$ cat src/rtl/bcd_time_pkg.sv
// Shared types and helpers for the mixed-radix BCD time counter.
package bcd_time_pkg;

   localparam int unsigned BCD_W = 4;

   typedef enum logic [1:0] {
      IDLE    = 2'd0,
      RUN     = 2'd1,
      EXPIRED = 2'd2
   } state_t;

   // Digits 1 and 3 are tens of seconds / tens of minutes, so they count 0..5.
   function automatic int unsigned radix_of(input int unsigned idx);
      return ((idx == 1) || (idx == 3)) ? 6 : 10;
   endfunction

endpackage

$ cat src/rtl/bcd_digit_cell.sv
// One BCD digit of the ripple chain: load (with clamp), increment or decrement.
module bcd_digit_cell
   import bcd_time_pkg::*;
#(
   parameter int unsigned RADIX = 10
) (
   input  logic             clk_sys,
   input  logic             rst_b,
   input  logic             step_en,
   input  logic             down,
   input  logic             carry_in,
   input  logic             load,
   input  logic [BCD_W-1:0] load_val,
   output logic [BCD_W-1:0] digit,
   output logic             carry_out
);

   localparam logic [BCD_W-1:0] MAX_V = BCD_W'(RADIX - 1);

   logic [BCD_W-1:0] digit_q, digit_d;
   logic             at_limit;

   // A digit rolls over (and passes carry/borrow on) at 0 when counting down, at max when counting up.
   always_comb begin
      at_limit  = down ? (digit_q == '0) : (digit_q == MAX_V);
      carry_out = carry_in & at_limit;
   end

   // Next digit value: load wins, otherwise step only when the lower digits ripple into us.
   always_comb begin
      digit_d = digit_q;
      if (load) begin
         digit_d = (load_val > MAX_V) ? MAX_V : load_val;
      end else if (step_en && carry_in) begin
         if (down) begin
            digit_d = at_limit ? MAX_V : (digit_q - BCD_W'(1));
         end else begin
            digit_d = at_limit ? '0 : (digit_q + BCD_W'(1));
         end
      end
   end

   // Digit register.
   always_ff @(posedge clk_sys or negedge rst_b) begin
      if (!rst_b) begin
         digit_q <= '0;
      end else begin
         digit_q <= digit_d;
      end
   end

   assign digit = digit_q;

endmodule

$ cat src/rtl/bcd_time_counter.sv
// Mixed-radix BCD stopwatch / countdown timer with prescaler and status pulses.
//
// state   | meaning
// --------+---------------------------------------------------------------
// IDLE    | holding; prescaler frozen; waits for CounterEnable
// RUN     | prescaler advancing; digits step on each rollover
// EXPIRED | down-count hit zero; digits held at 0 until Load or Clear
module bcd_time_counter
   import bcd_time_pkg::*;
#(
   parameter  int unsigned NUM_DIGITS = 6,
   parameter  int unsigned TICK_DIV   = 50000000,
   localparam int unsigned PRESCALE_W = $clog2(TICK_DIV + 1)
) (
   input  logic                        Clk,
   input  logic                        nReset,
   input  logic                        CounterEnable,
   input  logic                        CountDown,
   input  logic                        Load,
   input  logic                        Clear,
   input  logic [BCD_W*NUM_DIGITS-1:0] LoadValue,
   output logic [BCD_W*NUM_DIGITS-1:0] Digits,
   output logic                        Tick,
   output logic                        Done,
   output logic                        Overflow,
   output logic                        Expired
);

   localparam int unsigned DW = BCD_W * NUM_DIGITS;
   localparam logic [PRESCALE_W-1:0] PRESC_LAST = PRESCALE_W'(TICK_DIV - 1);

   state_t                state_q, state_d;
   logic [PRESCALE_W-1:0] presc_q, presc_d;
   logic                  tick_q, tick_d;
   logic                  done_q, done_d;
   logic                  ovf_q, ovf_d;

   logic [DW-1:0]         digits;
   logic [DW-1:0]         cell_load_val;
   logic [NUM_DIGITS:0]   carry;
   logic                  cell_load;
   logic                  all_zero;
   logic                  is_one;
   logic                  run_active;
   logic                  zero_stop;
   logic                  rollover;

   // Qualify counting: Clear/Load pre-empt any step, and a down-count already at zero never steps.
   always_comb begin
      all_zero      = (digits == '0);
      is_one        = (digits == DW'(1));
      run_active    = (state_q == RUN) && CounterEnable && !Clear && !Load;
      zero_stop     = run_active && CountDown && all_zero;
      rollover      = run_active && !zero_stop && (presc_q == PRESC_LAST);
      cell_load     = Clear | Load;
      cell_load_val = Clear ? '0 : LoadValue;
   end

   assign carry[0] = 1'b1;

   for (genvar gi = 0; gi < NUM_DIGITS; gi++) begin : g_digit
      bcd_digit_cell #(
         .RADIX (radix_of(gi))
      ) u_digit (
         .clk_sys   (Clk),
         .rst_b     (nReset),
         .step_en   (rollover),
         .down      (CountDown),
         .carry_in  (carry[gi]),
         .load      (cell_load),
         .load_val  (cell_load_val[gi*BCD_W +: BCD_W]),
         .digit     (digits[gi*BCD_W +: BCD_W]),
         .carry_out (carry[gi+1])
      );
   end

   // Next state, prescaler and registered pulse flags.
   always_comb begin
      state_d = state_q;
      presc_d = presc_q;
      tick_d  = 1'b0;
      done_d  = 1'b0;
      ovf_d   = 1'b0;
      if (Clear || Load) begin
         state_d = IDLE;
         presc_d = '0;
      end else begin
         case (state_q)
            IDLE: begin
               if (CounterEnable) state_d = RUN;
            end
            RUN: begin
               if (!CounterEnable) begin
                  state_d = IDLE;
               end else if (zero_stop) begin
                  state_d = EXPIRED;
                  done_d  = 1'b1;
               end else if (rollover) begin
                  presc_d = '0;
                  tick_d  = 1'b1;
                  // Counting down from 1 lands on zero in this very step.
                  if (CountDown && is_one) begin
                     state_d = EXPIRED;
                     done_d  = 1'b1;
                  end
                  if (!CountDown && carry[NUM_DIGITS]) ovf_d = 1'b1;
               end else begin
                  presc_d = presc_q + PRESCALE_W'(1);
               end
            end
            EXPIRED: begin
               state_d = EXPIRED;
            end
            default: begin
               state_d = IDLE;
            end
         endcase
      end
   end

   // State, prescaler and flag registers.
   always_ff @(posedge Clk or negedge nReset) begin
      if (!nReset) begin
         state_q <= IDLE;
         presc_q <= '0;
         tick_q  <= 1'b0;
         done_q  <= 1'b0;
         ovf_q   <= 1'b0;
      end else begin
         state_q <= state_d;
         presc_q <= presc_d;
         tick_q  <= tick_d;
         done_q  <= done_d;
         ovf_q   <= ovf_d;
      end
   end

   assign Digits   = digits;
   assign Tick     = tick_q;
   assign Done     = done_q;
   assign Overflow = ovf_q;
   assign Expired  = (state_q == EXPIRED);

endmodule
$ cat config.mk
export PLATFORM = sky130hd
export DESIGN_NAME = bcd_time_counter
export DESIGN_NICKNAME = d
export VERILOG_FILES = /design/src/rtl/bcd_time_pkg.sv /design/src/rtl/bcd_digit_cell.sv /design/src/rtl/bcd_time_counter.sv
export SDC_FILE = /design/constraint.sdc
export NUM_CORES = 1
export LEC_CHECK = 0
export ABC_CLOCK_PERIOD_IN_PS = 4000
export CORE_UTILIZATION = 30
export CTS_BUF_LIST = sky130_fd_sc_hd__clkbuf_4
export DETAILED_ROUTE_END_ITERATION = 10
export HOLD_SLACK_MARGIN = 0.06
export PLACE_DENSITY_LB_ADDON = 0.15
export SLEW_MARGIN = 25
export SYNTH_ARGS = -nofsm -noshare
export SYNTH_HDL_FRONTEND = slang
export SYNTH_SLANG_ARGS = --single-unit
$ cat constraint.sdc
create_clock -name Clk -period 4 [get_ports Clk]
set_input_delay 0.4 -clock Clk [delete_from_list [all_inputs] [get_ports Clk]]
set_output_delay 0.4 -clock Clk [all_outputs]
set_load 0.005 [all_outputs]
* Word-level counts from Yosys, hierarchy flattened *
Index checks and enable logic that the tools add are counted.

storage, ports and cells
  flip-flop bits (word level) = 55
  bits in latches = 0
  RAM bits = 0
  ROM bits = 0
  output and inout bits = 28
  memories kept = 0

operators by class
  add/subtract/negate cells = 13
  multipliers = 0
  div/mod/pow operators = 0
  magnitude comparators = 6
  equality and inequality tests = 14
  shifts and indexed selects = 0
  muxes and demuxes = 72
  bitwise logic cells = 6
  reduce and logical (&&, ||, !) cells = 37

operators by type and width
  kind                   count
  $mux 4                 36
  $mux 26                5
  $add 26x1->26 const B  1
  $eq 26x26->1 const B   1
  $add 4x1->4 const B    6
  $eq 24x1->1 const B    1
  $logic_not 24->1       1
  $logic_not 4->1        6
  $mux 24                1
  $sub 4x1->4 const B    6
  $mux 1                 23
  $eq 4x4->1 const B     4
  $gt 4x4->1 const B     4
  $reduce_bool 2->1      8
  $logic_and 1x1->1      14
  $mux 2                 6
  $ne 5x3->1 const B     2
  $eq 4x3->1 const B     2
  $gt 4x3->1 const B     2
  $pmux 2 s3             1
  $reduce_and 3->1       2
  $and 1x1->1            5
  $logic_not 1->1        4
  $ne 3x3->1 const B     1
  other kinds (6)        6

* Longest topological paths before layout *
  word-level depth = 14
  gate-level depth with buffers = 10

* Hierarchy *
Synthesis repeated with hierarchy kept, for this count alone.

second synthesis, totals
  cells, all modules = 529
  area, all modules = 4,575.6 um^2

modules (own cells, without submodules)
  module                                   times used  cells an instance  area each (um^2)  seq. area each (um^2)
  bcd_time_counter                         1           239                2,118.3           775.7
  bcd_digit_cell (g_digit[0].u_digit ...)  4           50                 417.9             100.1
  bcd_digit_cell (g_digit[1].u_digit ...)  2           45                 392.9             100.1

* Least setup slack after synthesis *
No wires, ideal clock.

  path kind = register to register
  from = register presc_q[10]
  to = register g_digit[2].u_digit.digit_q[1]
  arrival = 2.416 ns
  setup slack = 1.460 ns
  stages on the path, launching flop included = 7
  clock period less this slack = 2.540 ns
  cells stage by stage = dfrtp_1 > or4_1 > or4_4 > nor3_4 > nand2_1 > o21ai_4 > mux2_2

on the way
  cells in the longest elaborated chain, start to end = 4

RTL lines
  item                         line                     source
  start: declaration           bcd_time_counter.sv:33   logic [PRESCALE_W-1:0] presc_q, presc_d;
  start signal: assignment     bcd_time_counter.sv:131  presc_q <= presc_d;
  $eq 26x26->1                 bcd_time_counter.sv:54   rollover = run_active && !zero_stop && (presc_q == PRESC_LAST);
  $logic_and 1x1->1            bcd_time_counter.sv:54
  $logic_and 1x1->1            bcd_digit_cell.sv:34     end else if (step_en && carry_in) begin
  $reduce_bool 2->1 (no line)  -
  end signal: assignment       bcd_digit_cell.sv:48     digit_q <= digit_d;
  end: declaration             bcd_digit_cell.sv:20     logic [BCD_W-1:0] digit_q, digit_d;

Every way passes these cells.
A chain may end at the register's enable or synchronous reset.

* Worst setup path after layout *
  from = register g_digit[4].u_digit.digit_q[0]
  to = register g_digit[1].u_digit.digit_q[0]

on the way
  cells in the longest elaborated chain, start to end = 7

RTL lines
  item                            line                    source
  start: declaration              bcd_digit_cell.sv:20
  start signal: assignment        bcd_digit_cell.sv:48
  $logic_not 24->1                bcd_time_counter.sv:50  all_zero = (digits == '0);
  $logic_and 1x1->1               bcd_time_counter.sv:53  zero_stop = run_active && CountDown && all_zero;
  $logic_not 1->1                 bcd_time_counter.sv:54
  $logic_and 1x1->1 (2 in a row)  bcd_time_counter.sv:54
  $logic_and 1x1->1               bcd_digit_cell.sv:34
  $reduce_bool 2->1 (no line)     -
  end signal: assignment          bcd_digit_cell.sv:48
  end: declaration                bcd_digit_cell.sv:20

Every way passes these cells.

==> summary.txt <==
====================================================================================================
RD Place Congestion ...................................................................        0.865
Detailed placement HPWL ...............................................................      9.09 mm
Number of hold-slack violations in the final timing report ............................            0
Worst path required time ..............................................................      4.32 ns
Worst setup path class ................................................................ register to register
Proportion of synthesized chip area in sequential cells ...............................        31.9%
# clock sinks .........................................................................           55
Final count of negative-setup-slack endpoints .........................................            0
Reg-to-reg startpoint ................................................................. g_digit[4].u_digit.digit[0]
Max Freq ..............................................................................      341 MHz
Switching share of power ..............................................................        33.2%
Num ports .............................................................................           58
Count of filler cells inserted in the layout ..........................................         1450
Post-synthesis instance total .........................................................          510
Clock buffers created by TritonCTS ....................................................            5
Overflow left after global routing ....................................................            0
Max-slew violation total from the final report ........................................            0
Count of different cell masters after synthesis .......................................           71
Relative contribution of the clock network to total power .............................        24.9%
Register share of total power .........................................................        46.2%
Top cell type's share of synthesized area .............................................        31.9%
Element type at the critical path start ...............................................     register
Setup_tns .............................................................................         0 ns
Max Cap Viol ..........................................................................            0
Count of antenna-violating nets left after detailed routing ...........................            0
Number of flops mapped to enable cells by yosys .......................................            0
Overall die area ......................................................................    14900 um2
Buffers on Ports ......................................................................           57
Initial antenna violation count .......................................................            0
Power density of the placed cells .....................................................   262 nW/um2
Ratio of cells with drive above 1 in the final layout .................................        7.45%
Total global routing track utilization ................................................        17.5%
Detailed-routing iteration count for the pre-antenna-repair pass ......................            5
Arrival time of data at the critical path endpoint ....................................      3.25 ns
Setup repair after global routing missed its margin ...................................           no
Post-synthesis area per instance ......................................................     8.45 um2
Post-synthesis cell type with the largest combined area ...............................      dfrtp_1
Number of cell rows ...................................................................           43
Max-slew headroom at the worst pin ....................................................        46.7%
Share of flip-flops with an asynchronous set or reset after synthesis .................         100%
Wire length after detailed routing ....................................................      12.4 mm
CTS H-Tree Depth ......................................................................            2
Clock-pin slew reported for the worst setup and hold paths after clock tree synthesis .      0.16 ns
Average wire length per cell after detail routing .....................................      16.7 um
First-pass GRT wire length ............................................................      20.4 mm
Nets ..................................................................................          618
Die height ............................................................................       122 um
Post-detailed-route DRC marker count ..................................................            0
Switching power summed over all nets ..................................................       449 uW
Starting DRT DRC Count ................................................................          237
Fin Clk Skew ..........................................................................    0.0255 ns
Primary flip-flop cell chosen by synthesis mapping ....................................      dfrtp_1
Final core occ ........................................................................        37.0%
Portion of total power attributed to combinational logic ..............................        28.9%
Ant diodes ............................................................................            0
Vias ..................................................................................         4057
Total of warnings raised by yosys .....................................................            0
Horiz. Die Dim ........................................................................       122 um
Clock insertion delay at the later pin of the skew report .............................      0.41 ns
Synthesis-stage register bit count ....................................................           55
CP endpoint kind ......................................................................     register
Result of the run .....................................................................    completed
Final worst path period share .........................................................        73.2%
Cell-internal power ...................................................................       904 uW
Maximum vdd ir drop ...................................................................  0.0000978 V
Standard cell core area ...............................................................    13900 um2
Synthesized net count .................................................................          565
Initial standard-cell utilization of the core .........................................        30.9%
Area overhead of the layout relative to synthesis .....................................        19.6%
Area contributors post-synth .......................................................... dfrtp_1 (32%), ha_1 (7.3%), nand2_1 (4.0%)
Source of the critical timing path .................................................... g_digit[4].u_digit.digit[0]
Actual slew at the worst max-slew pin .................................................     0.779 ns
Largest net degree at the start of global routing .....................................           37
Worst Slack Setup Final ...............................................................      1.07 ns
Time the final worst path needs with I/O delays and setup .............................      2.93 ns
Largest fanout on the critical path ...................................................            9
Buffers from clock root to sink, at most ..............................................            2
Root Buffer Master ....................................................................     clkbuf_4
Worst slack at placement ..............................................................     0.786 ns
Clock tree from TritonCTS .............................................................          yes
Leakage power summed over all cells ...................................................   0.00211 uW
Type of the most critical hold path ................................................... input port to async pin
Routed vias/inst ......................................................................         5.45
Cell area after synthesis .............................................................     4310 um2
Vias in the first global route ........................................................         3958
====================================================================================================
==> cells in the final DEF, fill, tap and decap left out, drive strengths merged, types with 3 or more instances in the layout <==
cell | netlist | final
o31ai | 5 | 5
a221oi | 3 | 3
xor2 | 19 | 19
mux2i | 9 | 9
a31oi | 6 | 6
and3 | 9 | 9
nand3 | 26 | 26
nor2 | 45 | 45
or3 | 5 | 5
o21ai | 28 | 28
o22ai | 3 | 3
a211oi | 9 | 9
o21bai | 4 | 4
nor2b | 7 | 7
nand2b | 4 | 4
mux2 | 6 | 6
ha | 25 | 25
clkdlybuf4s50 | 0 | 56
o41ai | 5 | 5
nand2 | 46 | 46
dfrtp | 55 | 55
nor3 | 17 | 17
nor3b | 6 | 6
nand3b | 9 | 9
nor4bb | 5 | 5
or4 | 3 | 3
clkbuf | 17 | 6
and4 | 6 | 6
nor4 | 4 | 4
xnor2 | 5 | 5
nor4b | 3 | 3
nand4 | 14 | 14
o21a | 3 | 3
inv | 25 | 26
buf | 9 | 15
a21oi | 35 | 35
==> synth_stat cells, drive strengths merged, types with 3 or more instances <==
| master | count |
|---|---|
| dfrtp | 55 |
| nand2 | 46 |
| nor2 | 45 |
| a21oi | 35 |
| o21ai | 28 |
| nand3 | 26 |
| ha | 25 |
| inv | 25 |
| xor2 | 19 |
| clkbuf | 17 |
| nor3 | 17 |
| nand4 | 14 |
| a211oi | 9 |
| and3 | 9 |
| buf | 9 |
| mux2i | 9 |
| nand3b | 9 |
| nor2b | 7 |
| a31oi | 6 |
| and4 | 6 |
| mux2 | 6 |
| nor3b | 6 |
| nor4bb | 5 |
| o31ai | 5 |
| o41ai | 5 |
| or3 | 5 |
| xnor2 | 5 |
| nand2b | 4 |
| nor4 | 4 |
| o21bai | 4 |
| a221oi | 3 |
| nor4b | 3 |
| o21a | 3 |
| o22ai | 3 |
| or4 | 3 |
==> final timing paths <==
check,to,slack (ns),cells past startpoint
max reg2reg,g_digit[1].u_digit.digit[0],1.07,9
min,Overflow,0.48,2
max,g_digit[1].u_digit.digit[0],1.07,9
min in group Clk,state_q[0],0.53,1
max in group asynchronous,presc_q[20],2.67,3
min reg2reg,state_q[0],0.53,1
==> what timing repair did <==
item,CTS,global route
buffers inserted,0,0
hold buffers,1,0
endpoints found under the hold margin,19,0
resized for setup,0,0
==> state kept, by name (all words and copies together), names as in the netlist <==
name                   count
state_q                    2
Overflow                   1
presc_q                   26
Done                       1
Tick                       1
g_digit.u_digit.digit     24
==> power by group through the flow <==
stage | combinational [uW] | clock (uW) | sequential (uW)
after detailed placement | 387 | 0 | 636
after CTS | 390 | 351 | 626
after global placement | 385 | 0 | 636
after global routing | 433 | 366 | 632
after floorplan | 236 | 0 | 616
final | 391 | 337 | 626
==> per-stage QoR <==
stage	instances	instance area, um2	power (uW)	hold WS [ns]
CTS	744	5160	1370	0.481
floorplan	510	4310	852	0.104
global placement	735	5060	1020	0.405
finish	744	5160	1350	0.476
detailed placement	735	5060	1020	0.406
global route	744	5160	1430	0.502
==> final cells by class <==
| cell class | count | area, um2 | area share, % |
|---|---|---|---|
| sequential | 55 | 1380 | 26.7 |
| multi-input combinational | 404 | 2700 | 52.3 |
| clock buffer | 6 | 45.0 | 0.873 |
| tap | 180 | 225 | 4.37 |
| inverter | 25 | 93.8 | 1.82 |
| timing repair buffer | 72 | 681 | 13.2 |
| clock inverter | 2 | 38.8 | 0.752 |
==> cells by family (layout without fill, tap and decap cells) <==
logic type	count (synthesis)	after routing	share of synthesized area, %
adders and majority gates	25	25	7.25
AOI/OAI and AO/OA	123	123	19.2
and+or+nand+nor	217	217	27.5
xor gates and xnor gates	24	24	4.88
muxes	15	15	3.66
DFF	55	55	31.9
buffers and inverters	51	105	5.51
==> metal layers <==
layer  up-vias  global-route usage (%)  wire [um]
li1       1972                       -          -
met1      1949                    24.3       5990
met2       122                    28.0       5590
met3        14                    2.81        665
met4         0                    4.55        154
met5         -                       0          0
==> critical path, stage by stage (launching register included) <==
cell     delay (ns)
dfrtp_1        0.54
inv_1          0.14
ha_1           0.22
nor3b_1        0.13
buf_4          0.17
and4_2         0.20
a21oi_1        0.53
and4_1         0.53
a31oi_1        0.16
o32ai_2        0.21
Power figures use the tool's default switching activity.
